**config.mk**
```make
export PLATFORM = sky130hd
export DESIGN_NAME = dir_queue_ctrl
export DESIGN_NICKNAME = d
export VERILOG_FILES = /design/src/rtl/snake_dir_pkg.sv /design/src/rtl/dir_fifo.sv /design/src/rtl/dir_queue_ctrl.sv
export SDC_FILE = /design/constraint.sdc
export NUM_CORES = 1
export LEC_CHECK = 0
export ABC_AREA = 0
export BUFFER_PORTS_ARGS = -buffer_cell sky130_fd_sc_hd__buf_2
export CAP_MARGIN = 10
export CORE_ASPECT_RATIO = 1.4
export CORE_UTILIZATION = 51
export CTS_BUF_LIST = sky130_fd_sc_hd__clkbuf_8 sky130_fd_sc_hd__clkbuf_16
export CTS_CLUSTER_SIZE = 20
export DETAILED_ROUTE_END_ITERATION = 7
export MAX_ROUTING_LAYER = met4
export PLACE_DENSITY = 0.72
export SKIP_CTS_REPAIR_TIMING = 1
export SLEW_MARGIN = 10
export SYNTH_ARGS = -nofsm -noshare
export SYNTH_HDL_FRONTEND = slang
export SYNTH_SLANG_ARGS = --single-unit
```
**constraint.sdc**
```tcl
create_clock -name clk -period 3.4 [get_ports clk]
set_input_delay 0.51 -clock clk [delete_from_list [all_inputs] [get_ports clk]]
set_output_delay 0.51 -clock clk [all_outputs]
set_load 0.05 [all_outputs]
```
**src/rtl/snake_dir_pkg.sv**
```systemverilog
// Shared direction encodings and helpers for the snake direction controller.
package snake_dir_pkg;

    typedef enum logic [1:0] {
        DIR_RIGHT = 2'b00,
        DIR_LEFT  = 2'b01,
        DIR_UP    = 2'b10,
        DIR_DOWN  = 2'b11
    } dir_t;

    // Opposite directions differ only in bit 0.
    function automatic dir_t opposite(input dir_t d);
        return dir_t'(d ^ 2'b01);
    endfunction

    // Bit order {down, up, left, right}.
    function automatic logic [3:0] dir_onehot(input dir_t d);
        logic [3:0] oh;
        oh    = 4'b0000;
        oh[d] = 1'b1;
        return oh;
    endfunction

endpackage

```
**src/rtl/dir_fifo.sv**
```systemverilog
// Small circular FIFO exposing both head and most recently written entry (tail).
module dir_fifo #(
    parameter int DEPTH = 4,
    parameter int W     = 2,
    localparam int CW   = $clog2(DEPTH + 1)
) (
    input  logic          clk,
    input  logic          reset,
    input  logic          clr,
    input  logic          push,
    input  logic          pop,
    input  logic [W-1:0]  din,
    output logic [W-1:0]  head,
    output logic [W-1:0]  tail,
    output logic [CW-1:0] count,
    output logic          full
);

    localparam int PW = (DEPTH > 1) ? $clog2(DEPTH) : 1;
    localparam logic [PW-1:0] LAST_PTR = PW'(DEPTH - 1);

    logic [W-1:0]  mem_q [DEPTH];
    logic [PW-1:0] rd_ptr_q, rd_ptr_d;
    logic [PW-1:0] wr_ptr_q, wr_ptr_d;
    logic [PW-1:0] last_ptr;
    logic [CW-1:0] count_q, count_d;
    logic          do_push, do_pop;

    function automatic logic [PW-1:0] ptr_inc(input logic [PW-1:0] p);
        return (p == LAST_PTR) ? '0 : p + 1'b1;
    endfunction

    assign full     = (count_q == CW'(DEPTH));
    assign count    = count_q;
    assign last_ptr = (wr_ptr_q == '0) ? LAST_PTR : wr_ptr_q - 1'b1;
    assign head     = mem_q[rd_ptr_q];
    assign tail     = mem_q[last_ptr];

    // A pop in the same cycle frees the slot a push into a full queue needs.
    assign do_pop  = pop && (count_q != '0);
    assign do_push = push && (!full || do_pop);

    always_comb begin
        rd_ptr_d = rd_ptr_q;
        wr_ptr_d = wr_ptr_q;
        count_d  = count_q;
        if (clr) begin
            rd_ptr_d = '0;
            wr_ptr_d = '0;
            count_d  = '0;
        end else begin
            if (do_pop)
                rd_ptr_d = ptr_inc(rd_ptr_q);
            if (do_push)
                wr_ptr_d = ptr_inc(wr_ptr_q);
            case ({do_push, do_pop})
                2'b10:   count_d = count_q + 1'b1;
                2'b01:   count_d = count_q - 1'b1;
                default: count_d = count_q;
            endcase
        end
    end

    always_ff @(posedge clk or posedge reset) begin
        if (reset) begin
            rd_ptr_q <= '0;
            wr_ptr_q <= '0;
            count_q  <= '0;
        end else begin
            rd_ptr_q <= rd_ptr_d;
            wr_ptr_q <= wr_ptr_d;
            count_q  <= count_d;
        end
    end

    always_ff @(posedge clk) begin
        if (do_push && !clr)
            mem_q[wr_ptr_q] <= din;
    end

endmodule

```
**src/rtl/dir_queue_ctrl.sv**
```systemverilog
// Snake direction controller: edge-detected turns, validated against the latest
// pending direction, queued, and applied one per game step.
module dir_queue_ctrl
    import snake_dir_pkg::*;
#(
    parameter int QDEPTH   = 4,
    parameter int TICK_DIV = 4,
    localparam int CW      = $clog2(QDEPTH + 1)
) (
    input  logic          clk,
    input  logic          reset,
    input  logic          set,
    input  logic [1:0]    load_dir,
    input  logic          right_btn,
    input  logic          left_btn,
    input  logic          up_btn,
    input  logic          down_btn,
    input  logic          pause,
    output logic          out_right,
    output logic          out_left,
    output logic          out_up,
    output logic          out_down,
    output logic          step,
    output logic [CW-1:0] q_count,
    output logic          q_full,
    output logic          drop
);

    localparam int CNT_W = $clog2(TICK_DIV);
    localparam logic [CNT_W-1:0] CNT_LAST = CNT_W'(TICK_DIV - 1);

    logic             active_q, active_d;
    dir_t             cur_dir_q, cur_dir_d;
    logic [3:0]       btn, btn_q, press;
    logic [CNT_W-1:0] cnt_q, cnt_d;
    logic             step_q, step_d;
    logic             drop_q, drop_d;

    dir_t             cand, ref_dir;
    logic             consider, reject, tick_wrap;
    logic             fifo_push, fifo_pop;
    logic [1:0]       fifo_head, fifo_tail;
    logic [CW-1:0]    fifo_count;
    logic             fifo_full;
    logic [3:0]       dir_oh;

    assign btn   = {down_btn, up_btn, left_btn, right_btn};
    assign press = btn & ~btn_q;

    always_comb begin
        cand = DIR_DOWN;
        if (press[0])      cand = DIR_RIGHT;
        else if (press[1]) cand = DIR_LEFT;
        else if (press[2]) cand = DIR_UP;
    end

    assign tick_wrap = active_q && !set && !pause && (cnt_q == CNT_LAST);
    assign fifo_pop  = tick_wrap && (fifo_count != '0);

    // Validate against the turn that will be in effect last, not the current one.
    assign ref_dir  = (fifo_count != '0) ? dir_t'(fifo_tail) : cur_dir_q;
    assign consider = active_q && !set && (press != 4'b0000);
    assign reject   = (cand == ref_dir) || (cand == opposite(ref_dir))
                   || (fifo_full && !fifo_pop);
    assign fifo_push = consider && !reject;

    always_comb begin
        active_d  = active_q;
        cur_dir_d = cur_dir_q;
        cnt_d     = cnt_q;
        step_d    = 1'b0;
        drop_d    = consider && reject;
        if (set) begin
            active_d  = 1'b1;
            cur_dir_d = dir_t'(load_dir);
            cnt_d     = '0;
        end else if (active_q && !pause) begin
            cnt_d  = tick_wrap ? '0 : cnt_q + 1'b1;
            step_d = tick_wrap;
            if (fifo_pop)
                cur_dir_d = dir_t'(fifo_head);
        end
    end

    always_ff @(posedge clk or posedge reset) begin
        if (reset) begin
            active_q  <= 1'b0;
            cur_dir_q <= DIR_RIGHT;
            btn_q     <= 4'b0000;
            cnt_q     <= '0;
            step_q    <= 1'b0;
            drop_q    <= 1'b0;
        end else begin
            active_q  <= active_d;
            cur_dir_q <= cur_dir_d;
            btn_q     <= btn;
            cnt_q     <= cnt_d;
            step_q    <= step_d;
            drop_q    <= drop_d;
        end
    end

    dir_fifo #(
        .DEPTH (QDEPTH),
        .W     (2)
    ) u_fifo (
        .clk   (clk),
        .reset (reset),
        .clr   (set),
        .push  (fifo_push),
        .pop   (fifo_pop),
        .din   (cand),
        .head  (fifo_head),
        .tail  (fifo_tail),
        .count (fifo_count),
        .full  (fifo_full)
    );

    assign dir_oh    = active_q ? dir_onehot(cur_dir_q) : 4'b0000;
    assign out_right = dir_oh[0];
    assign out_left  = dir_oh[1];
    assign out_up    = dir_oh[2];
    assign out_down  = dir_oh[3];
    assign step      = step_q;
    assign drop      = drop_q;
    assign q_count   = fifo_count;
    assign q_full    = fifo_full;

endmodule

```
# Word level (Yosys, flattened, before mapping)
# Memory sizes are Yosys's and may differ from the RTL's.
# Cells that the tools add are included.
[totals]
regBits = 18
ram_bits = 8
in_bits = 10
out_inout_bits = 10
word_cells = 85
mem_count = 1
[classes]
addsub = 6
n_lt_le_gt_ge = 2
n_eq_ne = 8
muxes = 26
bitwise_logic = 3
reduce_logical = 30
[mem_list]
columns = ["memory", "depth", "word_bits", "read_ports", "rd_ports_with_merged_regs", "write_ports", "line", "text"]
rows = [
  ["u_fifo.mem_q", 4, 2, 2, 0, 1, "dir_fifo.sv:22", "logic [W-1:0] mem_q [DEPTH];"],
]
[op_table]
columns = ["op", "count"]
rows = [
  ["2-bit two-way mux", 16],
  ["1-bit logical AND", 13],
  ["2-bit == test, second input constant", 4],
  ["2-bit nonzero test", 4],
  ["2-bit by 1-bit adder with 2-bit output, second input constant", 3],
  ["1-bit two-way mux", 6],
  ["3-bit case mux with 2 select lines", 1],
  ["3-bit nonzero test", 2],
  ["1-bit zero test", 5],
  ["4-bit bitwise AND", 1],
  ["2-bit == test", 2],
  ["4-bit two-way mux", 1],
  ["4-bit inverter", 1],
  ["4-bit nonzero test", 1],
  ["3-bit by 1-bit adder with 3-bit output, second input constant", 1],
  ["3-bit == test, second input constant", 1],
  ["1-bit logical OR", 3],
  ["2-bit by 3-bit < comparator with 1-bit output, second input constant", 1],
  ["3-bit two-way mux", 1],
  ["3-bit by 1-bit subtractor with 3-bit output, second input constant", 1],
  ["1-bit demux with 2-bit select", 1],
  ["2-bit by 1-bit == test with 1-bit output, second input constant", 1],
  ["2-bit by 1-bit greater-or-equal comparator with 1-bit output, second input constant", 1],
  ["2-bit zero test", 1],
  ["3 further kinds", 3],
]

# Logic depth before layout (Yosys ltp)
[depth]
word_depth = 14
mapped_depth = 11

# Cells and area by module
# From an unflattened synthesis, not the netlist that was laid out.
[unflattened]
hier_cells = 127
area_unflattened_um2 = 1457.6
[by_module_without_submodules]
columns = ["mod", "instances", "cells_each", "area_each_um2", "seq_area_each_um2"]
rows = [
  ["dir_fifo", 1, 77, 935.9, 415.4],
  ["dir_queue_ctrl", 1, 50, 521.8, 275.3],
]

# Worst setup path before layout
# No wires, ideal clock.
[synth_timing]
path_kind = "reg-to-reg"
start = "register u_fifo.wr_ptr_q[0]"
end = "register u_fifo.count_q[2] (netlist: u_fifo.count[2])"
setup_ns = 0.087
t_arrival_ns = 2.652
slack_ns = 0.661
stages_incl_launch_ff = 11
path_buffers = 0
path_cell_list = "dfrtp_1 inv_1 ha_1 nor2b_4 mux4_2 nor4b_1 a211oi_1 fa_1 and3_1 o31a_1 o211ai_1"
[synth_between]
elab_chain_len = 14
[synth_rtl]
columns = ["element", "line", "text"]
rows = [
  ["from (decl)", "dir_fifo.sv:24", "logic [PW-1:0] wr_ptr_q, wr_ptr_d;"],
  ["from (signal assigned)", "dir_fifo.sv:71", "wr_ptr_q <= wr_ptr_d;"],
  ["2-bit by 1-bit subtractor with 2-bit output / 2-bit zero test (equally long branches)", "dir_fifo.sv:35", "assign last_ptr = (wr_ptr_q == '0) ? LAST_PTR : wr_ptr_q - 1'b1;"],
  ["2-bit two-way mux *", "dir_fifo.sv:35", ""],
  ["memory 4 x 2 bit *", "-", ""],
  ["2-bit two-way mux *", "dir_queue_ctrl.sv:61", "assign ref_dir = (fifo_count != '0) ? dir_t'(fifo_tail) : cur_dir_q;"],
  ["1-bit inverter (no source line)", "-", ""],
  ["2-bit == test", "dir_queue_ctrl.sv:63", "assign reject = (cand == ref_dir) || (cand == opposite(ref_dir))"],
  ["1-bit logical OR *", "dir_queue_ctrl.sv:63", ""],
  ["1-bit logical OR *", "dir_queue_ctrl.sv:64", "|| (fifo_full && !fifo_pop);"],
  ["1-bit zero test *", "dir_queue_ctrl.sv:65", "assign fifo_push = consider && !reject;"],
  ["1-bit logical AND *", "dir_queue_ctrl.sv:65", ""],
  ["1-bit logical AND *", "dir_fifo.sv:41", "assign do_push = push && (!full || do_pop);"],
  ["2-bit by 1-bit == test with 1-bit output / 2-bit == test (equally long branches)", "dir_fifo.sv:56", "case ({do_push, do_pop})"],
  ["3-bit case mux with 2 select lines", "dir_fifo.sv:56", ""],
  ["3-bit two-way mux", "dir_fifo.sv:47", "if (clr) begin"],
  ["to (signal assigned)", "dir_fifo.sv:72", "count_q <= count_d;"],
  ["to (decl)", "dir_fifo.sv:26", "logic [CW-1:0] count_q, count_d;"],
]
# Every way passes the cells marked *; elsewhere a longest branch is shown, timed or not.
# A chain may end at the register's enable or synchronous reset.

# Worst setup path in the final report
# Ends and elaborated chain as after synthesis.

==> impl_metrics.yaml <==
status:
  outcome: "finished, final reports clean"
yosys:
  synthTopCellsByArea: "dfrtp_1 (31%), edfxtp_1 (17%), ha_1 (5.2%), mux4_2 (4.7%), nand2_1 (3.6%)"
  synth_fp_nets: 149
  synth.distinct_cells: 43
  synth_area_per_cell_um2: 10.9
  ys_seq_elements: 26
  netlist.area_leader.share_pct: 31.2
  synth_edf_count: 8
  ys_warn_count: 0
  synthFlopType: "dfrtp_1"
  syn_area_um2: 1450
  syn_inst: 132
  ys_seq_area_share_pct: 47.8
  synth_async_sr_flop_share_pct: 69.2
  yosysTopAreaCell: "dfrtp_1"
power:
  seq_power_share_pct: 42.9
  leakage_nw: 0.713
  internal_power_w: 0.000588
  p_sw_w: 0.000374
  sw_frac_of_total_pct: 38.9
  p_comb_share_pct: 39.1
  peakVddDrop_v: 0.000336
  p_per_area_nw_per_um2: 595
  clkPwrFrac_pct: 17.9
sta:
  maxSlewHeadroom_pct: 52.6
  worst_pin_slew_ps: 710
  setup_violations: 0
  grt_setup_unrepaired: "no"
  setup_tns_ps: 0
  slew_violations: 0
  fmaxAchievable_mhz: 326
  min_period_ps: 3070
  layout_setup_ws_ps: 332
  skew_ps: 1.58
  hold_viol: 0
  finalCritPeriodShare_pct: 90.2
final_layout:
  fin_area_um2: 1620
  fill_cells: 232
  multiInputGateArea_um2: 712
  antenna_cells: 0
  areaGrowthSynthToFinish_pct: 11.9
  layout_commonest_cell: "buf_2"
  layoutNonFillerInstCount: 187
  nets: 169
  drive_gt1_share_pct: 23.8
  layout_common_cells: "buf_2 (19), dfrtp_1 (18), nand2_1 (14), nor2_1 (12), edfxtp_1 (8)"
  seq_area_um2: 691
routing:
  dr.pass1.iters: 4
  vias: 1084
  drc_errors: 0
  drt-total-wl_mm: 2.85
  drtIter0Drc: 47
  viasPerCell: 5.80
  wire_per_inst_um: 15.2
  drtAntennaViolNets: 0
worst_setup_path:
  crit_slowest_cell: "mux4_2"
  cp.required_ps: 3580
  cp_cell_sequence: "inv_1, ha_1, nor2b_4, mux4_2, nor4b_1, a211oi_1, fa_1, nor3_1, nand2_1, o31a_1, o211ai_1"
  cpPeakStageDelay_ps: 560
  critical_path_arrival_ps: 3250
  critPathKind: "reg -> reg"
  crit_fanout: 6
  startpoint_type: "register"
  worst-path-buf-inv: 1
  cp-end-kind: "register"
  critPathTopFamily: "simple AND/OR/NAND/NOR gates"
die:
  start_util_pct: 54.7
  core_area_um2: 2640
  io_pins: 20
  fp-row-count: 22
  die_h_um: 65.0
  die_w_um: 47.0
  fp.dieArea_um2: 3050
placement:
  post-place-cells: 183
  port_buffers: 19
  dp_slack_ps: 349
  routabilityCongestion: 0.860
  postPlaceCellArea_um2: 1570
  dp_hpwl_mm: 2.20
clocking:
  path_clk_slew_ps: 80
  cts_buffer_depth: 2
  tritoncts: "yes"
  clock_latency_ps: 270
  cts-buffers-inserted: 3
  h-tree-depth: 1
  clockRootBuffer: "clkbuf_8"
  clock-sinks: 26
run:
  maxCapViolCount: 0
grt:
  grt_overflow_total: 0
  grt_pass1_vias: 1026
  grtUsageMet1_pct: 27.0
  grt_antenna_before_repair: 0
  use_met3_pct: 3.06
  grt_start_max_net_pins: 19
  gr-usage-all-layers_pct: 22.7
  grt_pass1_wl_mm: 4.71
  busiest_layer: "met2"
  met2_usage_pct: 37.0
min_path:
  worstHoldPathType: "in -> async"
==> logic make-up after synthesis <==
group / share of synthesized area, %
simple gates: 21.6
flops: 47.8
compound gates: 12.5
buf+inv: 2.94
mux: 7.45
fa+ha+maj: 6.58
xor+xnor: 1.21
==> Yosys cell counts, types with 2 or more instances <==
cell type   n
mux4_2      3
inv_1       6
nor3_1      3
nand2_1    14
o21ai_0     4
nand3_1     2
dfrtp_1    18
edfxtp_1    8
and2_2      4
o31ai_1     3
clkbuf_1    4
nor3b_1     2
mux2i_1     4
a211oi_1    2
ha_1        6
nor2_1     12
a21oi_1     3
nand2b_1    3
nor2b_1     5
and3_1      2
o211ai_1    2
==> layout make-up <==
class / instances / area share [%]
repair buffers: 20 / 6.34
flip-flops and latches: 26 / 42.7
inverters: 6 / 1.39
clock buffers: 3 / 2.55
clock inverters: 1 / 0.232
multi-input cells: 95 / 44.0
well taps: 36 / 2.78
==> worst paths after layout <==
| path | from | endpoint | slack, ps | cells past startpoint |
|---|---|---|---|---|
| min in group clk | right_btn | btn_q[0] | 360 | 1 |
| min reg2reg | cnt_q[1] | cnt_q[1] | 560 | 2 |
| max in group asynchronous | reset | u_fifo.count[2] | 2610 | 2 |
| max reg2reg | u_fifo.wr_ptr_q[0] | u_fifo.count[2] | 330 | 11 |
| max | u_fifo.wr_ptr_q[0] | u_fifo.count[2] | 330 | 11 |
| min | reset | step | 340 | 2 |
==> layer usage <==
metal | vias up | share of wire, % | wire (um)
met5 | - | 0 | 0
met4 | 0 | 1.3 | 37
met3 | 4 | 2.9 | 84
met2 | 25 | 55 | 1580
met1 | 546 | 40 | 1150
li1 | 509 | - | -
==> registers in the layout, summed over array words and instances (netlist names), 2 cells and up <==
register and flops:
u_fifo.count 3, cur_dir_q 2, u_fifo.mem_q 8, cnt_q 2
btn_q 4, u_fifo.rd_ptr_q 2, u_fifo.wr_ptr_q 2
==> power groups by stage <==
stage	registers (W)	logic, W	clock network, W
final	0.000413	0.000377	0.000172
after global routing	0.000421	0.000411	0.000188
after CTS	0.000413	0.000379	0.000179
after detailed placement	0.000420	0.000377	0
after global placement	0.000418	0.000364	0
after floorplan	0.000453	0.000257	0
==> metrics by stage <==
step	util, %	power, W	hold slack, ps
6_report	61.2	0.000962	343
4_1_cts	61.2	0.000970	355
3_5_place_dp	59.5	0.000797	551
3_3_place_gp	59.5	0.000782	507
5_1_grt	61.2	0.00102	347
2_1_floorplan	-	0.000710	449
Power figures use the tool's default switching activity.
